===== src/rtl/dmx_pkg.sv =====
// Shared types and constants for the 1-to-8 lane demultiplexer.
// Lane vectors are ascending [0:7] so index 0 is the first lane / first serial bit.
package dmx_pkg;

  localparam int unsigned LANES = 8;
  localparam int unsigned SEL_W = 3;

  localparam logic [SEL_W-1:0] PTR_LAST = SEL_W'(LANES - 1);

  typedef enum logic {
    MODE_ADDR = 1'b0,
    MODE_SEQ  = 1'b1
  } mode_e;

  typedef logic [0:LANES-1] lane_t;

endpackage


===== src/rtl/dec_3x8_en.sv =====
// Combinational 3-to-8 one-hot decoder with enable; output bit k is lane k.
module dec_3x8_en
  import dmx_pkg::*;
(
  input  logic             en_i,
  input  logic [SEL_W-1:0] sel_i,
  output lane_t            onehot_o
);

  always_comb begin
    onehot_o = '0;
    for (int k = 0; k < LANES; k++) begin
      onehot_o[k] = en_i && (sel_i == SEL_W'(k));
    end
  end

endmodule


===== src/rtl/demux_1x8_seq.sv =====
// Registered 1-to-8 demux / serial-to-parallel collector with valid/ready word output.
// Optional DMX_PARITY_EN adds a registered parity output par over the lanes.
module demux_1x8_seq
  import dmx_pkg::*;
#(
  parameter lane_t RST_VAL     = 8'h00,
  parameter bit    CLR_ON_EMIT = 1'b0
) (
  input  logic             clk,
  input  logic             rst_n,
  input  logic             mode,
  input  logic [SEL_W-1:0] s,
  input  logic             d,
  input  logic             d_vld,
  output logic             d_rdy,
  output lane_t            o,
  output logic             o_vld,
  input  logic             o_rdy,
  output logic [SEL_W-1:0] ptr
`ifdef DMX_PARITY_EN
  ,
  output logic             par
`endif
);

  mode_e            mode_cur;
  logic             accept;
  logic             emit;
  logic [SEL_W-1:0] sel;
  lane_t            lane_we;
  lane_t            lane_base;
  lane_t            o_d;
  lane_t            o_q;
  logic [SEL_W-1:0] ptr_d;
  logic [SEL_W-1:0] ptr_q;
  logic             vld_d;
  logic             vld_q;

  assign mode_cur = mode_e'(mode);

  // Ready depends only on the word register, never on d_vld.
  assign d_rdy  = !vld_q || o_rdy;
  assign accept = d_vld && d_rdy;
  assign emit   = vld_q && o_rdy;

  assign sel = (mode_cur == MODE_SEQ) ? ptr_q : s;

  dec_3x8_en u_dec (
    .en_i     (accept),
    .sel_i    (sel),
    .onehot_o (lane_we)
  );

  // Lane next state: an emitted word may first be cleared, then the accepted bit overlays it.
  always_comb begin
    lane_base = o_q;
    if (CLR_ON_EMIT && emit) begin
      lane_base = RST_VAL;
    end
    o_d = lane_base;
    for (int k = 0; k < LANES; k++) begin
      if (lane_we[k]) begin
        o_d[k] = d;
      end
    end
  end

  always_comb begin
    ptr_d = ptr_q;
    if (mode_cur == MODE_ADDR) begin
      ptr_d = '0;
    end else if (accept) begin
      ptr_d = ptr_q + SEL_W'(1);
    end
  end

  always_comb begin
    vld_d = vld_q;
    if (emit) begin
      vld_d = 1'b0;
    end
    if ((mode_cur == MODE_SEQ) && accept && (ptr_q == PTR_LAST)) begin
      vld_d = 1'b1;
    end
  end

  always_ff @(posedge clk or negedge rst_n) begin
    if (!rst_n) begin
      o_q   <= RST_VAL;
      ptr_q <= '0;
      vld_q <= 1'b0;
    end else begin
      o_q   <= o_d;
      ptr_q <= ptr_d;
      vld_q <= vld_d;
    end
  end

  assign o     = o_q;
  assign o_vld = vld_q;
  assign ptr   = ptr_q;

`ifdef DMX_PARITY_EN
  logic par_q;

  always_ff @(posedge clk or negedge rst_n) begin
    if (!rst_n) begin
      par_q <= ^RST_VAL;
    end else begin
      par_q <= ^o_d;
    end
  end

  assign par = par_q;
`endif

`ifndef SYNTHESIS
  // A stalled word must hold its lanes and its valid flag.
  a_stall_stable : assert property (@(posedge clk) disable iff (!rst_n)
    (vld_q && !o_rdy) |=> (vld_q && $stable(o_q)));

  a_addr_ptr_zero : assert property (@(posedge clk) disable iff (!rst_n)
    (mode_cur == MODE_ADDR) |=> (ptr_q == '0));
`endif

endmodule


===== config.mk =====
export PLATFORM = sky130hd
export DESIGN_NAME = demux_1x8_seq
export DESIGN_NICKNAME = d
export VERILOG_FILES = /design/src/rtl/dmx_pkg.sv /design/src/rtl/dec_3x8_en.sv /design/src/rtl/demux_1x8_seq.sv
export SDC_FILE = /design/constraint.sdc
export NUM_CORES = 1
export LEC_CHECK = 0
export ABC_AREA = 1
export CAP_MARGIN = 25
export CORE_AREA = 2 2 46 52
export DETAILED_ROUTE_END_ITERATION = 7
export DIE_AREA = 0 0 48 54
export PLACE_DENSITY = 0.63
export SYNTH_ARGS = -nofsm -noshare
export SYNTH_HDL_FRONTEND = slang
export SYNTH_SLANG_ARGS = --single-unit

===== constraint.sdc =====
create_clock -name clk -period 1.2 [get_ports clk]
set_input_delay 0.24 -clock clk [delete_from_list [all_inputs] [get_ports clk]]
set_output_delay 0.24 -clock clk [all_outputs]
set_load 0.1 [all_outputs]

=== After elaboration in Yosys (flattened, before gate mapping) ===
Index checks and enable logic that the tools add are counted.

* Add/sub/neg operators: 1
* Reduce and logical (&&, ||, !) cells: 16
* Eq/ne operators: 9
* Muxes and demuxes: 5

{| class="wikitable"
|+ Operators with widths
! cell !! count
|-
| $eq A3 B3 Y1 const B || 5
|-
| $logic_and A1 B1 Y1 || 12
|-
| $mux W3 || 3
|-
| $eq A3 B2 Y1 const B || 2
|-
| $add A3 B1 Y3 const B || 1
|-
| $eq A3 B1 Y1 const B || 1
|-
| $logic_not A3 Y1 || 1
|-
| $mux W1 || 2
|-
| $ne A2 B1 Y1 const B || 1
|-
| $reduce_bool A2 Y1 || 1
|-
| $logic_not A1 Y1 || 1
|-
| $logic_or A1 B1 Y1 || 1
|}

* Output and inout bits: 13
* Logic and storage cells: 41
* Register bits: 12
* Input port bits: 9

=== Longest topological paths before layout ===
Gate-level depths: netlist (run 1).

* Word-level depth: 6
* Gate-level depth with buffers: 8
* Depth with buffers taken out: 7

=== Modules after synthesis ===
Synthesis (run 1) repeated with hierarchy kept, for this count alone.

* Cells, all modules: 82
* Area total of the unflattened synthesis: 629.4 sq um

{| class="wikitable"
|+ Modules (own cells, without submodules)
! module !! area an instance (sq um) !! seq. area each (sq um) !! times used !! cells each
|-
| demux_1x8_seq || 565.5 || 300.3 || 1 || 65
|-
| dec_3x8_en || 63.8 || 0.0 || 1 || 17
|}

=== Worst setup path after synthesis (run 1) ===
Ideal clock, no wire load.

* Path type: register -> register
* Start point: register vld_q (netlist: o_vld)
* End point: register ptr_q[0] (netlist: ptr[0])
* Period minus slack after synthesis: 2540 ps
* Path slack: -1340 ps
* Buffers on the path: 0
* Data arrival time: 2411 ps
* Cell stages (with the launch flop): 6
* Required time: 1071 ps
* Library setup time: 129 ps
* Cell sequence: dfrtp_1 -> nand2_1 -> nand2_4 -> nand2_1 -> nand3_1 -> o21ai_0

* Word-level cells in the longest chain between the ends: 4

{| class="wikitable"
|+ Ends and longest elaborated chain
! what !! line !! text
|-
| from (decl) || demux_1x8_seq.sv:37 || <nowiki>logic vld_q;</nowiki>
|-
| from (signal assigned) || demux_1x8_seq.sv:95 || <nowiki>vld_q <= vld_d;</nowiki>
|-
| $logic_not A1 Y1 || demux_1x8_seq.sv:42 || <nowiki>assign d_rdy = !vld_q || o_rdy;</nowiki>
|-
| $logic_or A1 B1 Y1 || demux_1x8_seq.sv:42 ||
|-
| named net d_rdy || demux_1x8_seq.sv:15 || <nowiki>output logic d_rdy,</nowiki>
|-
| $logic_and A1 B1 Y1 || demux_1x8_seq.sv:43 || <nowiki>assign accept = d_vld && d_rdy;</nowiki>
|-
| $ne A2 B1 Y1 (no source line) || n/a ||
|-
| to (signal assigned) || demux_1x8_seq.sv:94 || <nowiki>ptr_q <= ptr_d;</nowiki>
|-
| to (decl) || demux_1x8_seq.sv:35 || <nowiki>logic [SEL_W-1:0] ptr_q;</nowiki>
|}

The timed path passes the listed nets, and every way through them passes these cells.
A chain may end at the register's enable or synchronous reset.

=== Worst setup path in the final report (run 1) ===
* Start point: register vld_q (netlist: o_vld)
* End point: output port d_rdy

* Word-level cells in the longest chain between the ends: 2

{| class="wikitable"
|+ Ends and longest elaborated chain
! what !! line
|-
| $logic_not A1 Y1 || demux_1x8_seq.sv:42
|-
| $logic_or A1 B1 Y1 || demux_1x8_seq.sv:42
|-
| to (decl) || demux_1x8_seq.sv:15
|}

Every way passes these cells.

==> parameters.txt, run 1 <==
Parameter                              Value

Run status
  Status    finished, violations left
  Failing checks    setup timing

Layout
  Count of filler cells inserted in the layout    188
  Area added between synthesis and finish    65.7%
  Share of post-route cells with drive strength above 1    46.2%
  Ant diodes    0
  Leading cell types in the layout, fill and taps excluded    nand2_1, buf_12, nand2_2, nand3_1
  Final core utilization    60.8%
  Most common library cell in the layout ignoring fill and taps    nand2_1
  Final cell count without fillers    149
  Net count of the finished layout    131

Global route
  Vias in the first global route    684
  Overflow after GRT    0
  Maximum number of pins on one net before global-route repair    13
  Antenna violations before repair    0
  First-pass GRT wire length    2850 um
  All-layer global routing usage    15.7%

STA
  RSZ-0062 raised after global routing    yes
  Time the final worst path needs with I/O delays and setup    1.29 ns
  Total count of hold-check failures in the final report    0
  Final slew viol count    0
  Final setup violation count    13
  Post-route fraction of the period consumed by the critical path    107%
  Worst setup skew after layout    0.00459 ns
  Post-Route Setup TNS    -0.486 ns
  Post-route setup slack    -0.0893 ns
  Transition time at the pin with the least slew margin    0.271 ns
  Worst slew margin    81.9%
  Fmax achieved    0.776 GHz
  Min Hold Slack    0.254 ns

Clocking
  Cts hold-fix bufs    0
  Clock transition at the registers of the reported paths    0.08 ns
  Cts bufs inserted    3
  Clk Latency, worst-skew pair    0.28 ns
  CTS tree    yes
  Number of clock sinks    12
  Clock H-tree levels    1
  Root cell of the clock tree    clkbuf_4
  Maximum clock path buffer count    2

Detailed routing
  Length of the first detailed-routing pass in iterations    4
  Iteration-0 DRC Markers    8
  Post-route DRC    0
  Final ANT Viol Nets    0
  Number of vias per cell    4.48
  Routed wire per std cell    11.0 um
  Total wirelength of the detailed-routed design    1640 um
  Vias    668

Pwr
  Pwr dens    1660 nW/um2
  Leakage    0.000598 uW
  Switching part of the total    48.9%
  Peak VDD IR    1.28 mV
  Proportion of power drawn by combinational gates    57.2%
  Clk pwr share    15.4%
  NetSw    1060 uW
  Portion of total power attributed to sequential cells    27.4%
  Internal power    1100 uW

Yosys
  Synthesized-area fraction occupied by ao, oa, aoi and oai cells    1.91%
  Basic-gate share of the synthesized area counting and, or, nand and nor cells    49.8%
  Combinational family with the most area after synthesis    simple AND/OR/NAND/NOR gates
  Count of warnings emitted by yosys    0
  Area share of xor/xnor cells in the synthesized design    0%
  Post-synthesis share of cell area spent on full adders, half adders and majority gates    3.19%
  Netlist area before placement    785 um2
  Multiplexer share of the synthesized area    0%
  Syn Inst Count    92
  Synthesized netlist net count    103
  Post-Syn Area per Cell    8.53 um2
  Proportion of synthesized chip area in sequential cells    38.3%
  Number of storage elements in the synthesis netlist    12
  Unique cell type count in the Yosys netlist    14

Flow run
  Maximum Capacitance Violations    0

Floorplan
  Die height    54 um
  Effective utilization at floorplan    36.7%
  Number of rows in the core area    18
  Placeable core area    2140 um2
  Die Width    48 um
  Top-level port count    22
  Die Area    2590 um2

Setup path
  Type of origin of the critical path    flop
  R2R depth    7
  Destination of the worst register-to-register timing path    o[4]
  Worst Setup Path Type    reg -> out
  Critical path fanouts, max    2
  Required time of the critical path    0.96 ns
  R2R Setup Slk    -0.05 ns
  Startpoint of the most critical register-to-register path    o_vld
  Critical Path End Type    primary output
  Arrival time of data at the critical path endpoint    1.05 ns

Place
  Placed wire-length estimate    1240 um
  Number of cells after detailed placement    143
  Routability congestion estimate from global placement    0.804
  Number of buffers inserted by port buffering    21

Hold path
  Hold Path Class    in -> async
## power by group through the flow
stage	clock [uW]	combinational (uW)	sequential [uW]
after global routing	354	1290	601
after floorplan	0	207	1140
final	332	1240	591
after global placement	0	1220	597
after detailed placement	0	1230	597
after CTS	342	1230	592
## layer usage
layer / global-route usage (%) / up-vias / share of wire [%]
met5: 0 / - / 0
li1: - / 336 / -
met2: 24.4 / 20 / 51
met3: 3.69 / 4 / 6.3
met4: 6.76 / 0 / 1.3
met1: 20.4 / 308 / 42
## cells by family after synthesis
logic type,after synthesis
simple gates,65
flops,12
buf+inv,10
compound gates,3
fa+ha+maj,2
## final cells by class
type	count	area (um2)	area share, %
Clock buffer	4	36.3	2.79
Inverter	8	37.5	2.89
Multi-Input combinational cell	70	495	38.1
Sequential cell	12	315	24.3
Tap cell	30	37.5	2.89
Timing Repair Buffer	25	378	29.1
## synth_stat cells
cell      count  area share (%)
nor2_8        2             5.1
o21ai_0       3             1.9
ha_1          2             3.2
nand2_1      36              17
clkbuf_2      1            0.64
inv_1         7             3.3
buf_6         1             1.4
nand2_4       8              11
dfrtp_1      12              38
nor2_1        1            0.48
nor2_4        4             5.7
inv_8         1             1.4
nand3_1       9             5.7
nand2_2       5             4.0
## repair_timing
action	in CTS	in global routing
setup buffers	1	1
endpoints found under the setup margin	9	17
gates resized for setup	1	10
pin swaps	1	5
gates cloned	0	0
## metrics by stage
stage / total power, uW / area (um2) / setup WS, ns
final: 2160 / 1300 / -0.0893
after detailed placement: 1830 / 1210 / -0.328
after floorplan: 1350 / 837 / -0.157
after global routing: 2250 / 1300 / -0.121
after global placement: 1820 / 1210 / -0.301
after CTS: 2160 / 1260 / -0.112
## worst max-delay path by stage
| stage | from | depth (start not counted) | slack [ns] | end |
|---|---|---|---|---|
| after floorplan | o_vld | 6 | -0.16 | o[4] |
| after global placement | mode | 9 | -0.30 | o[7] |
| after detailed placement | mode | 9 | -0.33 | o[7] |
| after CTS | o_vld | 2 | -0.11 | d_rdy |
| after global routing | o_vld | 7 | -0.12 | o[6] |
| final | o_vld | 2 | -0.09 | d_rdy |
## state kept, by name, summed over array words and instances (netlist names)
| signal | cells |
|---|---|
| o_vld | 1 |
| o | 8 |
| ptr | 3 |
## critical path, cell delays in order, from the launching register on
cell and delay (ns):
dfrtp_4 0.52, nand2_8 0.08, buf_12 0.16
Note: power is estimated with default switching activity, not from simulation.
==> run 2, diff against run 1 <==
==> constraint.sdc (replaced) <==
create_clock -name clk -period 1.5 [get_ports clk]
set_input_delay 0.3 -clock clk [delete_from_list [all_inputs] [get_ports clk]]
set_output_delay 0.3 -clock clk [all_outputs]
set_load 0.1 [all_outputs]
==> parameters.txt, run 2 (synthesis results as in run 1) <==
Parameter                              Value

Setup path
  Arrival time of data at the critical path endpoint    1.09 ns
  R2R Setup Slk    0.33 ns
  Type of origin of the critical path    input pin
  Worst Setup Path Type    in -> out
  Critical Path End Type    primary output
  Required time of the critical path    1.20 ns
  Critical path fanouts, max    3

Place
  Number of buffers inserted by port buffering    21
  Routability congestion estimate from global placement    0.811
  Number of cells after detailed placement    143
  Placed wire-length estimate    1250 um

STA
  Worst slew margin    82.0%
  Post-route fraction of the period consumed by the critical path    92.7%
  Total count of hold-check failures in the final report    0
  Final slew viol count    0
  RSZ-0062 raised after global routing    no
  Transition time at the pin with the least slew margin    0.270 ns
  Fmax achieved    0.719 GHz
  Worst setup skew after layout    0.00245 ns
  Final setup violation count    0
  Min Hold Slack    0.237 ns
  Time the final worst path needs with I/O delays and setup    1.39 ns

Floorplan
  Die height    54 um
  Number of rows in the core area    18
  Top-level port count    22
  Die Width    48 um
  Placeable core area    2140 um2
  Effective utilization at floorplan    36.7%
  Die Area    2590 um2

Pwr
  Pwr dens    1390 nW/um2
  Leakage    0.000586 uW
  Peak VDD IR    1.17 mV
  Total design power    1700 uW

Layout
  Net count of the finished layout    129
  Area used by multi-input combinational logic    447 um2
  Number of flip-flops in the largest register    8
  Leading cell types in the layout, fill and taps excluded    nand2_1, buf_12, nand3_1
  Area added between synthesis and finish    55.7%
  Most common library cell in the layout ignoring fill and taps    nand2_1
  Count of filler cells inserted in the layout    179
  Final cell count without fillers    147
  Ant diodes    0
  Sequential cell area    308 um2
  Share of post-route cells with drive strength above 1    37.6%

Clocking
  Post-CTS Setup Inserts    0
  Root cell of the clock tree    clkbuf_4
  CTS tree    yes
  Clk Latency, worst-skew pair    0.27 ns
  Cts bufs inserted    3
  Clock H-tree levels    1
  # resized after CTS    0
  Maximum clock path buffer count    2
  Cts hold-fix bufs    0
  Clock transition at the registers of the reported paths    0.08 ns
  Number of clock sinks    12

Hold path
  Hold Path Class    in -> async

Global route
  Antenna violations before repair    0
  All-layer global routing usage    15.8%
  Vias in the first global route    665
  First-pass GRT wire length    2800 um
  Overflow after GRT    0
  Maximum number of pins on one net before global-route repair    10

Detailed routing
  Iteration-0 DRC Markers    17
  Final ANT Viol Nets    0
  Vias    654
  Number of vias per cell    4.45
  Post-route DRC    0
  Length of the first detailed-routing pass in iterations    4
  Routed wire per std cell    10.7 um
  Total wirelength of the detailed-routed design    1580 um

Flow run
  Maximum Capacitance Violations    0

Run status
  Status    finished, final reports clean
==> run 2: cell count changes in the layout (fill, tap and decap cells not counted), sizes merged <==
| cell | before | now |
|---|---|---|
| buf | 17 | 15 |
==> run 2: metrics by stage <==
step	TNS (ns)	utilization, %	instance area (um2)	setup WS, ns
final	0	57.1	1220	0.109
after global routing	0	57.1	1220	0.0827
after CTS	0	57.1	1220	0.105
after detailed placement	-0.406	55.4	1180	-0.0581
after global placement	-0.249	55.4	1180	-0.0369
after floorplan	0	-	808	0.0714
==> run 2: area by class of cell <==
type	instances	area share (%)
tap	30	3.07
clock buffer	4	2.97
multi-input combinational	70	36.6
sequential	12	25.2
inverter	8	3.07
timing repair buffer	23	29.1
==> run 2: path summary, 6_finish.rpt <==
kind	depth (start not counted)	from	endpoint
max in group asynchronous	2	rst_n	ptr[0]
min reg2reg	2	o[3]	o[3]
max	4	o_rdy	d_rdy
min	1	rst_n	ptr[2]
max reg2reg	6	o_vld	o[7]
min in group clk	2	o[3]	o[3]
==> run 2: worst max-delay path: stages <==
cell and delay [ns]:
clkdlybuf4s50_1 0.45, inv_1 0.08, nand2_8 0.08, buf_12 0.17
==> run 2: metal layers <==
layer	up-vias	routed length [um]	share of wire (%)	GRT usage, %
met5	-	0	0	0
met1	298	619	39	19.3
met4	0	37	2.3	6.76
li1	330	-	-	-
met2	21	833	53	26.7
met3	5	90	5.7	2.68
==> run 2: power by group <==
group | total, uW | switching, uW | internal (uW)
sequential | 465 | 76.1 | 389
clock | 261 | 114 | 148
combinational | 976 | 641 | 334
